==> config.mk <==
export PLATFORM = sky130hd
export DESIGN_NAME = uart_core_cfg
export DESIGN_NICKNAME = d
export VERILOG_FILES = /design/src/rtl/uart_core_cfg.sv
export SDC_FILE = /design/constraint.sdc
export NUM_CORES = 1
export LEC_CHECK = 0
export ABC_CLOCK_PERIOD_IN_PS = 5350
export BUFFER_PORTS_ARGS = -buffer_cell sky130_fd_sc_hd__clkbuf_2
export CORE_ASPECT_RATIO = 1.75
export CORE_UTILIZATION = 48
export DETAILED_ROUTE_END_ITERATION = 6
export PLACE_DENSITY_LB_ADDON = 0.2
export SLEW_MARGIN = 20
export SYNTH_ARGS = -nofsm -noshare
export SYNTH_HDL_FRONTEND = slang
export SYNTH_SLANG_ARGS = --single-unit
==> constraint.sdc <==
create_clock -name clk_100MHz -period 5.35 [get_ports clk_100MHz]
set_input_delay 0.2675 -clock clk_100MHz [delete_from_list [all_inputs] [get_ports clk_100MHz]]
set_output_delay 0.2675 -clock clk_100MHz [all_outputs]
set_load 0.01 [all_outputs]
==> src/rtl/uart_core_cfg.sv <==
// UART core: runtime baud divisor, selectable parity, TX/RX FIFOs with per-byte error status.
// UartCoreFifo is the first-word-fall-through FIFO used for both directions.

module UartCoreFifo #(
    parameter int WIDTH = 8,
    parameter int EXP   = 4
) (
    input  logic             clk,
    input  logic             reset,
    input  logic             wr,
    input  logic [WIDTH-1:0] wdata,
    input  logic             rd,
    output logic [WIDTH-1:0] rdata,
    output logic             full,
    output logic             empty
);
    localparam int DEPTH = 2 ** EXP;

    logic [WIDTH-1:0] mem [DEPTH];
    logic [EXP-1:0]   wPtr_q, rPtr_q;
    logic [EXP:0]     count_q, count_d;
    logic             full_q, empty_q, doWr, doRd;

    assign doWr    = wr && !full_q;
    assign doRd    = rd && !empty_q;
    assign count_d = count_q + (EXP+1)'(doWr) - (EXP+1)'(doRd);

    always_ff @(posedge clk) begin
        if (reset) begin
            wPtr_q  <= '0;
            rPtr_q  <= '0;
            count_q <= '0;
            full_q  <= 1'b0;
            empty_q <= 1'b1;
        end else begin
            if (doWr) wPtr_q <= wPtr_q + EXP'(1);
            if (doRd) rPtr_q <= rPtr_q + EXP'(1);
            count_q <= count_d;
            full_q  <= (count_d == (EXP+1)'(DEPTH));
            empty_q <= (count_d == '0);
        end
    end

    always_ff @(posedge clk) begin
        if (doWr) mem[wPtr_q] <= wdata;
    end

    // Head reads as zero while empty so the outputs are defined straight out of reset.
    assign rdata = empty_q ? '0 : mem[rPtr_q];
    assign full  = full_q;
    assign empty = empty_q;
endmodule

module uart_core_cfg #(
    parameter int DBITS    = 8,
    parameter int SB_TICK  = 16,
    parameter int DIV_BITS = 16,
    parameter int FIFO_EXP = 4
) (
    input  logic                clk_100MHz,
    input  logic                reset,
    input  logic [DIV_BITS-1:0] baud_div,
    input  logic [1:0]          parity_mode,
    input  logic                rx,
    output logic                tx,
    input  logic                tx_wr,
    input  logic [DBITS-1:0]    tx_data,
    output logic                tx_full,
    output logic                tx_busy,
    output logic                tx_overflow,
    input  logic                rx_rd,
    output logic [DBITS-1:0]    rx_data,
    output logic                rx_parity_err,
    output logic                rx_frame_err,
    output logic                rx_empty,
    output logic                rx_full,
    output logic                rx_overrun,
    input  logic                err_clr
);
    localparam int SW = $clog2(SB_TICK);
    localparam int NW = $clog2(DBITS);
    localparam logic [SW-1:0] S_MID  = SW'(7);
    localparam logic [SW-1:0] S_BIT  = SW'(15);
    localparam logic [SW-1:0] S_STOP = SW'(SB_TICK - 1);
    localparam logic [NW-1:0] N_LAST = NW'(DBITS - 1);

    typedef enum logic [2:0] {IDLE, START, DATA, PARITY, STOP} UartState;

    logic [DIV_BITS-1:0] tickCnt_q, divMax;
    logic                tick;
    logic                rxSync1_q, rxSync2_q;

    // A >= compare lets a smaller divisor take effect without waiting for a long wrap.
    assign divMax = (baud_div == '0) ? '0 : baud_div - DIV_BITS'(1);
    assign tick   = (tickCnt_q >= divMax);

    always_ff @(posedge clk_100MHz) begin
        if (reset) begin
            tickCnt_q <= '0;
            rxSync1_q <= 1'b1;
            rxSync2_q <= 1'b1;
        end else begin
            tickCnt_q <= tick ? '0 : tickCnt_q + DIV_BITS'(1);
            rxSync1_q <= rx;
            rxSync2_q <= rxSync1_q;
        end
    end

    UartState         rxState_q, rxState_d;
    logic [SW-1:0]    rxS_q, rxS_d;
    logic [NW-1:0]    rxN_q, rxN_d;
    logic [DBITS-1:0] rxB_q, rxB_d;
    logic [1:0]       rxMode_q, rxMode_d;
    logic             rxPerr_q, rxPerr_d, rxFerr_q, rxFerr_d, rxPush;

    always_ff @(posedge clk_100MHz) begin
        if (reset) begin
            rxState_q <= IDLE;
            rxS_q     <= '0;
            rxN_q     <= '0;
            rxB_q     <= '0;
            rxMode_q  <= '0;
            rxPerr_q  <= 1'b0;
            rxFerr_q  <= 1'b0;
        end else begin
            rxState_q <= rxState_d;
            rxS_q     <= rxS_d;
            rxN_q     <= rxN_d;
            rxB_q     <= rxB_d;
            rxMode_q  <= rxMode_d;
            rxPerr_q  <= rxPerr_d;
            rxFerr_q  <= rxFerr_d;
        end
    end

    always_comb begin
        rxState_d = rxState_q;
        rxS_d     = rxS_q;
        rxN_d     = rxN_q;
        rxB_d     = rxB_q;
        rxMode_d  = rxMode_q;
        rxPerr_d  = rxPerr_q;
        rxFerr_d  = rxFerr_q;
        rxPush    = 1'b0;
        case (rxState_q)
            IDLE: if (!rxSync2_q) begin
                rxState_d = START;
                rxS_d     = '0;
                rxMode_d  = parity_mode;
                rxPerr_d  = 1'b0;
                rxFerr_d  = 1'b0;
            end
            START: if (tick) begin
                if (rxS_q == S_MID) begin
                    rxS_d     = '0;
                    rxN_d     = '0;
                    rxState_d = rxSync2_q ? IDLE : DATA;
                end else rxS_d = rxS_q + SW'(1);
            end
            DATA: if (tick) begin
                if (rxS_q == S_BIT) begin
                    rxS_d = '0;
                    rxB_d = {rxSync2_q, rxB_q[DBITS-1:1]};
                    if (rxN_q == N_LAST) rxState_d = (rxMode_q[0] ^ rxMode_q[1]) ? PARITY : STOP;
                    else rxN_d = rxN_q + NW'(1);
                end else rxS_d = rxS_q + SW'(1);
            end
            PARITY: if (tick) begin
                if (rxS_q == S_BIT) begin
                    rxS_d     = '0;
                    rxPerr_d  = rxSync2_q != (rxMode_q[1] ? ~^rxB_q : ^rxB_q);
                    rxState_d = STOP;
                end else rxS_d = rxS_q + SW'(1);
            end
            STOP: if (tick) begin
                // Stop level is judged mid-bit; with two stop bits the push waits for the second.
                if (rxS_q == S_BIT) rxFerr_d = !rxSync2_q;
                if (rxS_q == S_STOP) begin
                    rxPush    = 1'b1;
                    rxState_d = IDLE;
                end else rxS_d = rxS_q + SW'(1);
            end
            default: rxState_d = IDLE;
        endcase
    end

    UartCoreFifo #(.WIDTH(DBITS + 2), .EXP(FIFO_EXP)) rxFifo (
        .clk   (clk_100MHz),
        .reset (reset),
        .wr    (rxPush),
        .wdata ({rxPerr_q, rxFerr_d, rxB_q}),
        .rd    (rx_rd),
        .rdata ({rx_parity_err, rx_frame_err, rx_data}),
        .full  (rx_full),
        .empty (rx_empty)
    );

    UartState         txState_q, txState_d;
    logic [SW-1:0]    txS_q, txS_d;
    logic [NW-1:0]    txN_q, txN_d;
    logic [DBITS-1:0] txB_q, txB_d, txHead;
    logic             txPar_q, txPar_d, txParEn_q, txParEn_d, tx_q, tx_d, txPop, txEmpty;

    always_ff @(posedge clk_100MHz) begin
        if (reset) begin
            txState_q <= IDLE;
            txS_q     <= '0;
            txN_q     <= '0;
            txB_q     <= '0;
            txPar_q   <= 1'b0;
            txParEn_q <= 1'b0;
            tx_q      <= 1'b1;
        end else begin
            txState_q <= txState_d;
            txS_q     <= txS_d;
            txN_q     <= txN_d;
            txB_q     <= txB_d;
            txPar_q   <= txPar_d;
            txParEn_q <= txParEn_d;
            tx_q      <= tx_d;
        end
    end

    always_comb begin
        txState_d = txState_q;
        txS_d     = txS_q;
        txN_d     = txN_q;
        txB_d     = txB_q;
        txPar_d   = txPar_q;
        txParEn_d = txParEn_q;
        txPop     = 1'b0;
        case (txState_q)
            IDLE: if (!txEmpty && tick) begin
                txPop     = 1'b1;
                txB_d     = txHead;
                txParEn_d = parity_mode[0] ^ parity_mode[1];
                txPar_d   = parity_mode[1] ? ~^txHead : ^txHead;
                txS_d     = '0;
                txState_d = START;
            end
            START: if (tick) begin
                if (txS_q == S_BIT) begin
                    txS_d     = '0;
                    txN_d     = '0;
                    txState_d = DATA;
                end else txS_d = txS_q + SW'(1);
            end
            DATA: if (tick) begin
                if (txS_q == S_BIT) begin
                    txS_d = '0;
                    txB_d = txB_q >> 1;
                    if (txN_q == N_LAST) txState_d = txParEn_q ? PARITY : STOP;
                    else txN_d = txN_q + NW'(1);
                end else txS_d = txS_q + SW'(1);
            end
            PARITY: if (tick) begin
                if (txS_q == S_BIT) begin
                    txS_d     = '0;
                    txState_d = STOP;
                end else txS_d = txS_q + SW'(1);
            end
            STOP: if (tick) begin
                // Chain straight into the next start bit so queued bytes leave without a gap.
                if (txS_q == S_STOP) begin
                    txS_d = '0;
                    if (!txEmpty) begin
                        txPop     = 1'b1;
                        txB_d     = txHead;
                        txParEn_d = parity_mode[0] ^ parity_mode[1];
                        txPar_d   = parity_mode[1] ? ~^txHead : ^txHead;
                        txState_d = START;
                    end else txState_d = IDLE;
                end else txS_d = txS_q + SW'(1);
            end
            default: txState_d = IDLE;
        endcase
        case (txState_q)
            START:   tx_d = 1'b0;
            DATA:    tx_d = txB_q[0];
            PARITY:  tx_d = txPar_q;
            default: tx_d = 1'b1;
        endcase
    end

    UartCoreFifo #(.WIDTH(DBITS), .EXP(FIFO_EXP)) txFifo (
        .clk   (clk_100MHz),
        .reset (reset),
        .wr    (tx_wr),
        .wdata (tx_data),
        .rd    (txPop),
        .rdata (txHead),
        .full  (tx_full),
        .empty (txEmpty)
    );

    logic txOverflow_q, rxOverrun_q;

    always_ff @(posedge clk_100MHz) begin
        if (reset) begin
            txOverflow_q <= 1'b0;
            rxOverrun_q  <= 1'b0;
        end else begin
            if (tx_wr && tx_full) txOverflow_q <= 1'b1;
            else if (err_clr)     txOverflow_q <= 1'b0;
            if (rxPush && rx_full) rxOverrun_q <= 1'b1;
            else if (err_clr)      rxOverrun_q <= 1'b0;
        end
    end

    assign tx          = tx_q;
    assign tx_busy     = !txEmpty || (txState_q != IDLE);
    assign tx_overflow = txOverflow_q;
    assign rx_overrun  = rxOverrun_q;
endmodule

[Word level (Yosys, flattened, before mapping)]
Memory sizes are Yosys's and may differ from the RTL's. A register that Yosys moved wholly into a read port is not among the register bits.
Index checks and enable logic that the tools add are counted.
Word-level totals
  bits in registers: 93
  memory bits (writable): 288
  input port bits: 32
  output and inout port bits: 17
  logic and storage cells: 237
  memories: 2
Operators by class
  add/sub/neg operators: 14
  order comparisons: 1
  equal/unequal tests: 42
  muxes and demuxes: 100
  bitwise operators: 3
  reductions and logical operators: 46
Memories
  rxFifo.mem: words 16, width 10, read ports 1, clocked after memory_dff 1, write ports 1, line 19  | logic [WIDTH-1:0] mem [DEPTH];
  txFifo.mem: words 16, width 8, read ports 1, clocked after memory_dff 1, write ports 1, line 19
Operator list (number)
  two-way mux 3 bit: 32
  two-way mux 4 bit: 14
  two-way mux 8 bit: 7
  != test 2 bit, second input constant: 24
  two-way mux 1 bit: 31
  one-hot mux 3 bit (5 select lines): 2
  adder 4 x 1 -> 4 bit, second input constant: 6
  one-hot mux 8 bit (3 select lines): 1
  AND reduction 10 bit: 2
  AND reduction 6 bit: 3
  adder 16 x 1 -> 16 bit, second input constant: 1
  greater-or-equal comparator 16 bit: 1
  zero test 16 bit: 1
  two-way mux 16 bit: 1
  one-hot mux 4 bit (4 select lines): 1
  XNOR reduction 8 bit: 2
  parity 8 bit: 2
  subtractor 16 x 1 -> 16 bit, second input constant: 1
  nonzero test 2 bit: 7
  equality test 3 x 2 -> 1 bit, second input constant: 4
  equality test 3 bit, second input constant: 4
  one-hot mux 3 bit (2 select lines): 2
  adder 5 x 1 -> 5 bit: 2
  equality test 5 bit, second input constant: 2
  other kinds (28): 53

[Depth between registers and ports, before layout]
Gate-level depths: netlist (run 1).
  depth in word-level cells: 9
  gate-level depth with buffers: 25
  mapped depth without buffers: 25

[Hierarchy]
Synthesis (run 1) repeated with hierarchy kept, for this count alone.
Unflattened totals
  cells, all modules: 1235
  area, all modules: 17047.6 sq um
Modules (own cells, without submodules)
  UartCoreFifo (rxFifo): times used 1, cells each 424, area each 7221.9 sq um, sequential area each 5185.0 sq um
  UartCoreFifo (txFifo): times used 1, cells each 351, area each 5923.2 sq um, sequential area each 4224.1 sq um
  uart_core_cfg: times used 1, cells each 460, area each 3902.5 sq um, sequential area each 1261.2 sq um

[Least setup slack after synthesis (run 1)]
OpenSTA, ideal clock, no wires.
  path kind: input port to flip-flop
  from: input baud_div[9]
  to: register txFifo.empty_q, in the netlist txFifo.empty
  library setup time: 112 ps
  data arrival time: 4972 ps
  required time: 5238 ps
  setup slack: 267 ps
  cell stages on the path: 23
  buffers on the path: 1
  path through: or4_1 > or3_1 > nor4_1 > nand4b_1 > clkbuf_1 > nand2_1 > ha_1 > nand4_1 > or3_1 > o221a_2 > a2111oi_2 > ha_1 > inv_1 > ha_1 > inv_1 > fa_1 > inv_1 > a21o_1 > a21oi_1 > xnor2_1 > nand2b_1 > inv_1 > nor2_1
Between the ends
  word-level cells in the longest chain between the ends: 9
  elaborated cells on any way between the ends: 11
  those cells by class: add/sub (2); order compare (1); mux (4); reduce/logical (4)
Ends and longest elaborated chain
  start, declared: line 62  | input logic [DIV_BITS-1:0] baud_div,
  subtractor 16 x 1 -> 16 bit / zero test 16 bit (equally long branches): line 94  | assign divMax = (baud_div == '0) ? '0 : baud_div - DIV_BITS'(1);
  two-way mux 16 bit *: line 94
  greater-or-equal comparator 16 bit *: line 95  | assign tick = (tickCnt_q >= divMax);
  logical AND 1 bit: line 233  | IDLE: if (!txEmpty && tick) begin
  two-way mux 1 bit: line 233
  one-hot mux 1 bit (2 select lines) *: line 232  | case (txState_q)
  logical AND 1 bit *: line 25  | assign doRd = rd && !empty_q;
  net txFifo.doRd: line 22  | logic full_q, empty_q, doWr, doRd;
  subtractor 5 x 1 -> 5 bit *: line 26  | assign count_d = count_q + (EXP+1)'(doWr) - (EXP+1)'(doRd);
  zero test 5 bit *: line 40  | empty_q <= (count_d == '0);
  end signal, assigned: line 40
  end, declared: line 22
Mark *: on every way through the listed nets, which the timed path passes. The rest lies on a longest branch.
A chain may end at the register's enable or synchronous reset.

[Worst setup path in the final report (run 1)]
  from: input baud_div[9]
  to: register txFifo.full_q, in the netlist txFifo.full
Between the ends
  word-level cells in the longest chain between the ends: 9
  elaborated cells on any way between the ends: 11
  those cells by class: add/sub (2); order compare (1); eq/ne (1); mux (4); reduce/logical (3)
Ends and longest elaborated chain
  subtractor 16 x 1 -> 16 bit / zero test 16 bit (equally long branches): line 94
  two-way mux 16 bit *: line 94
  greater-or-equal comparator 16 bit *: line 95
  logical AND 1 bit: line 233
  two-way mux 1 bit: line 233
  one-hot mux 1 bit (2 select lines) *: line 232
  logical AND 1 bit *: line 25
  net txFifo.doRd: line 22
  subtractor 5 x 1 -> 5 bit *: line 26
  equality test 5 bit *: line 39  | full_q <= (count_d == (EXP+1)'(DEPTH));
  end signal, assigned: line 39
  end, declared: line 22
Marks and branches as above.

==> metrics.yaml, run 1 <==
status:
  status: "complete, no violations"
layout:
  area_growth_pct: 12.01
  layout_common_cells: "288 x edfxtp_1, 128 x nor2_1, 97 x dfxtp_1"
  layout_commonest_cell: "edfxtp_1"
  antenna_cells: 0
  drive_gt1_frac: 0.1839
  nets: 1291
synthesis:
  yosys.area.top_type: "edfxtp_1"
  synth_top_area_frac: 0.5192
  dominantRegCellSynth: "edfxtp_1"
  synthesis.area_um2: 16660
  async_reset_ff_frac: 0
  ys_warn_count: 0
  synth.avg_cell_area_um2: 14.50
  syn_inst: 1149
  ys_ff_latch: 389
  syn_nets: 1228
  synth.area.top_cells: "edfxtp_1 52%, dfxtp_1 12%, mux4_2 10%"
  synth-edff-count: 288
  synth_cell_type_count: 58
  yosysSeqAreaShare: 0.6406
timing:
  clock.fmax_mhz: 214.5
  slew_violations: 0
  period_share: 0.8716
  setup_tns_ps: 0
  relSlewSlack: 0.2710
  timing.hold.ws_ps: 12.51
  setup_viol: 0
  worst_pin_slew_ps: 1094
  finClkSkew_ps: 24.71
  rsz0062_at_grt: "false"
  final.min_clock_period_ps: 4663
  hold_violations: 0
clock_network:
  root_buffer: "clkbuf_16"
  tritoncts: "done"
  clock_sinks: 389
  clk_latency_ps: 540
  cts.hold.buffers_added: 1
  h-tree-depth: 2
  clk_pin_slew_ps: 60
  clockBufferDepth: 3
  cts_inserted_buffers: 36
  cts_resized: 0
  cts_setup_buffers: 0
power:
  vdd_drop_max_mv: 0.3139
  power_mw: 6.800
  power_density_nw_per_um2: 364.5
  p_leak_nw: 6.575
routing:
  wl_per_cell_um: 19.62
  num_vias: 9225
  wl_um: 33250
  viasPerCell: 5.442
  drcViolationCount: 0
  first_iter_violations: 412
  ant_nets: 0
  drtPass1Iterations: 4
floorplan:
  rows: 89
  boundaryPins: 49
  core_area_um2: 33960
  die_h_um: 248.4
  die_w_um: 142.8
  dieArea_um2: 35480
  start_util: 0.4904
grt:
  grt_max_degree: 72
  grt_pass1_wl_um: 51610
  grt_pass1_vias: 9502
  antenna_found_initial: 2
  track_usage: 0.1950
  grt_overflow: 0
flow_run:
  cap_violations: 0
placed_design:
  hpwl_um: 23770
  io_buffer_count: 48
  gp_congestion: 0.8069
worst_setup_path:
  critPathMaxFanout: 4
  cp.required_ps: 5820
  criticalPathCategory: "input port to register"
  rrSetupSlack_ps: 1580
  cp-start-kind: "input port"
  crit_arrival_ps: 5130
  cp-end-kind: "register"
hold_path:
  hold_class: "input port to register"
-- where the power goes --
part	internal, mW	switching, mW
sequential	3.31	0.123
combinational	0.365	0.394
clock	1.49	1.11
total	5.17	1.63
-- synth_stat cells (5+ instances only) --
library cell    n
dfxtp_1       101
nor4_1          5
inv_1          34
or2_2           5
or4_1           5
a21oi_1        34
edfxtp_1      288
clkbuf_1       37
a22oi_1        11
nand4_1        10
mux2i_1        44
nand2b_1       14
nand2_1        65
a31oi_1         6
o21ai_0        19
buf_1           8
nor3_1         25
mux4_2         75
nor2b_1        25
nand3_1        21
xnor2_1        36
nor2_1        128
ha_1           45
xor2_1         30
a211oi_1       13
a21o_1          5
-- per-layer routing --
metal | part of all wire | up-vias | routed length, µm | GRT usage
met5 | 0.00045 | - | 15 | 0
li1 | - | 4430 | - | -
met3 | 0.028 | 61 | 946 | 0.02946
met4 | 0.038 | 2 | 1280 | 0.08418
met1 | 0.35 | 4587 | 11630 | 0.1877
met2 | 0.58 | 145 | 19370 | 0.3929
-- state kept, by name (all words and copies together), names as in the netlist, 4 cells and up, named ones only --
register,count
rxB_q,8
rxFifo.count_q,5
rxFifo.mem,160
rxFifo.rPtr_q,4
rxFifo.wPtr_q,4
rxS_q,4
tickCnt_q,16
txB_q,8
txFifo.count_q,5
txFifo.mem,128
txFifo.rPtr_q,4
txFifo.wPtr_q,4
txS_q,4
-- stage by stage --
step | utilization | setup slack (ps) | cells | instance area (µm²)
after global routing | 0.5493 | 212.5 | 1695 | 18660
after global placement | 0.5136 | 245.4 | 1628 | 17440
after detailed placement | 0.5136 | 149.9 | 1628 | 17440
after CTS | 0.5493 | 695.6 | 1695 | 18660
after floorplan | - | 266.6 | 1149 | 16660
final | 0.5493 | 687.2 | 1695 | 18660
-- worst paths after layout --
| check | start | to | cells after the start |
|---|---|---|---|
| worst min-delay path | parity_mode[0] | rxMode_q[0] | 3 |
| worst max-delay path | baud_div[9] | txFifo.full | 21 |
| worst max register to register | tickCnt_q[0] | txFifo.full | 16 |
| worst min register to register | rxSync1_q | rxSync2_q | 1 |
-- critical path, stage by stage --
cell and delay, ps:
clkbuf_2 100, or4_1 560, or3_1 390, nor4_1 280, nand4b_1 160, and2_1 190, ha_1 250, nand2b_1 140
a211oi_1 230, o21ai_0 120, a221oi_1 360, o221a_2 290, a2111oi_2 60, ha_1 330, inv_1 50, ha_1 150
inv_1 60, fa_1 390, xnor2_1 160, nor4b_1 400, nor2b_1 200
-- cells by family after synthesis --
| family | after synthesis | synth area share |
|---|---|---|
| compound gates | 109 | 0.04229 |
| xor+xnor | 67 | 0.03568 |
| fa+ha+maj | 49 | 0.03741 |
| buf+inv | 91 | 0.02396 |
| flops | 389 | 0.6406 |
| mux | 119 | 0.1279 |
| simple gates | 325 | 0.09217 |
-- cell type report --
class                   instances  area, µm²
clock inverters                20      192.7
well taps                     455      569.3
repair buffers                 81      490.5
inverters                      35      131.4
multi-input cells             669       5587
fillers                      2742      15310
clock buffers                  46       1011
flip-flops and latches        389      10680
(Power assumes the default switching activity.)
==> run 2: changes to the inputs <==
--- a/config.mk
+++ b/config.mk
@@ -11,6 +11,7 @@
 export CORE_UTILIZATION = 48
 export DETAILED_ROUTE_END_ITERATION = 6
 export PLACE_DENSITY_LB_ADDON = 0.2
+export REMOVE_ABC_BUFFERS = 1
 export SLEW_MARGIN = 20
 export SYNTH_ARGS = -nofsm -noshare
 export SYNTH_HDL_FRONTEND = slang
==> run 2 against run 1 <==
Compared with the run above: clock power is 3% lower; routed wire length decreased by 1.2%; highest routed layer is now met4; flip-flop and latch count is the same; via count is essentially flat; total power fell by 1.4%; clock-buffer cell count up 6; sequential share of layout area is essentially flat.
==> metrics.yaml, run 2 (synthesized netlist as in run 1, its figures left out) <==
status:
  status: "complete, no violations"
grt:
  antenna_found_initial: 1
  grt_pass1_vias: 9695
  grt_pass1_wl_um: 52560
  grt_max_degree: 75
  track_usage: 0.1969
  grt_overflow: 0
power:
  power_density_nw_per_um2: 359.0
  p_leak_nw: 6.584
  power_mw: 6.702
  vdd_drop_max_mv: 0.3382
placed_design:
  io_buffer_count: 48
  place_area_um2: 17480
  hpwl_um: 23090
  gp_congestion: 0.7966
floorplan:
  die_h_um: 248.4
  die_w_um: 142.8
  boundaryPins: 49
  rows: 89
  dieArea_um2: 35480
  core_area_um2: 33960
  start_util: 0.4904
routing:
  first_iter_violations: 465
  num_vias: 9224
  ant_nets: 0
  wl_per_cell_um: 19.35
  wl_um: 32850
  drtPass1Iterations: 5
  viasPerCell: 5.435
  drcViolationCount: 0
clock_network:
  cts_resized: 0
  h-tree-depth: 2
  clk_pin_slew_ps: 60
  tritoncts: "done"
  clockBufferDepth: 3
  clk_latency_ps: 540
  clock_sinks: 389
  cts_inserted_buffers: 36
  root_buffer: "clkbuf_16"
worst_setup_path:
  criticalPathCategory: "input port to register"
  cp-end-kind: "register"
  cp.required_ps: 5810
  cp-start-kind: "input port"
  reg2reg_depth: 17
  crit_arrival_ps: 5100
  critPathMaxFanout: 9
hold_path:
  holdPathStages: 3
  hold_class: "input port to register"
layout:
  layout_common_cells: "288 x edfxtp_1, 128 x nor2_1, 97 x dfxtp_1"
  largest_reg_flops: 160
  area_growth_pct: 12.09
  regMostFlops: "rxFifo.mem"
  antenna_cells: 0
  layout_commonest_cell: "edfxtp_1"
  design_area_um2: 18670
  nets: 1294
  drive_gt1_frac: 0.1844
  top_regs: "rxFifo.mem (160), txFifo.mem (128), tickCnt_q (16)"
timing:
  hold_violations: 0
  final.min_clock_period_ps: 4634
  clock.fmax_mhz: 215.8
  rsz0062_at_grt: "false"
  relSlewSlack: 0.3072
  setup_viol: 0
  worst_pin_slew_ps: 1034
  slew_violations: 0
  finClkSkew_ps: 22.59
  period_share: 0.8662
flow_run:
  cap_violations: 0
## run 2: cell types whose count changed in the layout (fill, tap and decap cells not counted), moves of 2 or more
cell,delta
buf_4,+2
nor3_1,-4
clkinvlp_2,-2
nor3_2,+4
clkinv_2,-2
clkbuf_1,+5
## run 2: timing repair
action	in CTS	in global routing
hold endpoints to repair	2	0
setup endpoints to repair	0	0
hold buffers	2	0
buffers inserted	0	0
## run 2: critical path: stages
cell       delay [ps]
clkbuf_2           80
or4_1             530
or3_1             370
nor4_1            300
nand4b_1          160
and2_1            190
ha_1              260
nand2b_1           90
a211oi_1           60
o21ai_0           190
a221oi_1          120
o221a_2           280
a2111oi_4         540
ha_1              350
inv_1              60
ha_1              150
inv_1              50
fa_1              390
xnor2_1           160
nor4b_1           300
nor2_1             70
nor2_1            110
## run 2: cell type report
cell class                 count  area (µm²)
multi-input combinational    669        5619
sequential                   389       10680
tap                          455       569.3
clock inverter                13       127.6
timing repair buffer          84       515.5
fill                        2727       15290
inverter                      35       131.4
clock buffer                  52        1028
## run 2: final timing paths
path	start	end	slack [ps]
min reg2reg	txN_q[1]	txN_q[1]	460
min	tx_wr	tx_overflow	40
max	baud_div[9]	txFifo.empty	720
max reg2reg	tickCnt_q[0]	txFifo.empty	1630
## run 2: routing by layer
metal | vias to the layer above | GRT usage | share of wire | wire, µm
met4 | 0 | 0.08172 | 0.034 | 1105
met2 | 143 | 0.3936 | 0.59 | 19400
met5 | - | 0 | 0 | 0
met3 | 68 | 0.02754 | 0.025 | 828
li1 | 4429 | - | - | -
met1 | 4584 | 0.1955 | 0.35 | 11510
## run 2: stage by stage
stage	utilization	hold slack, ps	TNS, ps	std cells	setup WS [ps]
floorplan	-	334.2	-88.40	1093	-48.75
global placement	0.5146	443.3	-278.7	1630	-137.0
detailed placement	0.5146	443.0	-452.5	1630	-183.6
CTS	0.5492	24.69	0	1697	343.8
global route	0.5497	32.57	0	1697	278.4
finish	0.5497	43.18	0	1697	715.7
## run 2: power by group
group / internal [mW] / switching, mW
Sequential: 3.31 / 0.141
Clock: 1.44 / 1.08
Combinational: 0.358 / 0.370
Total: 5.12 / 1.59
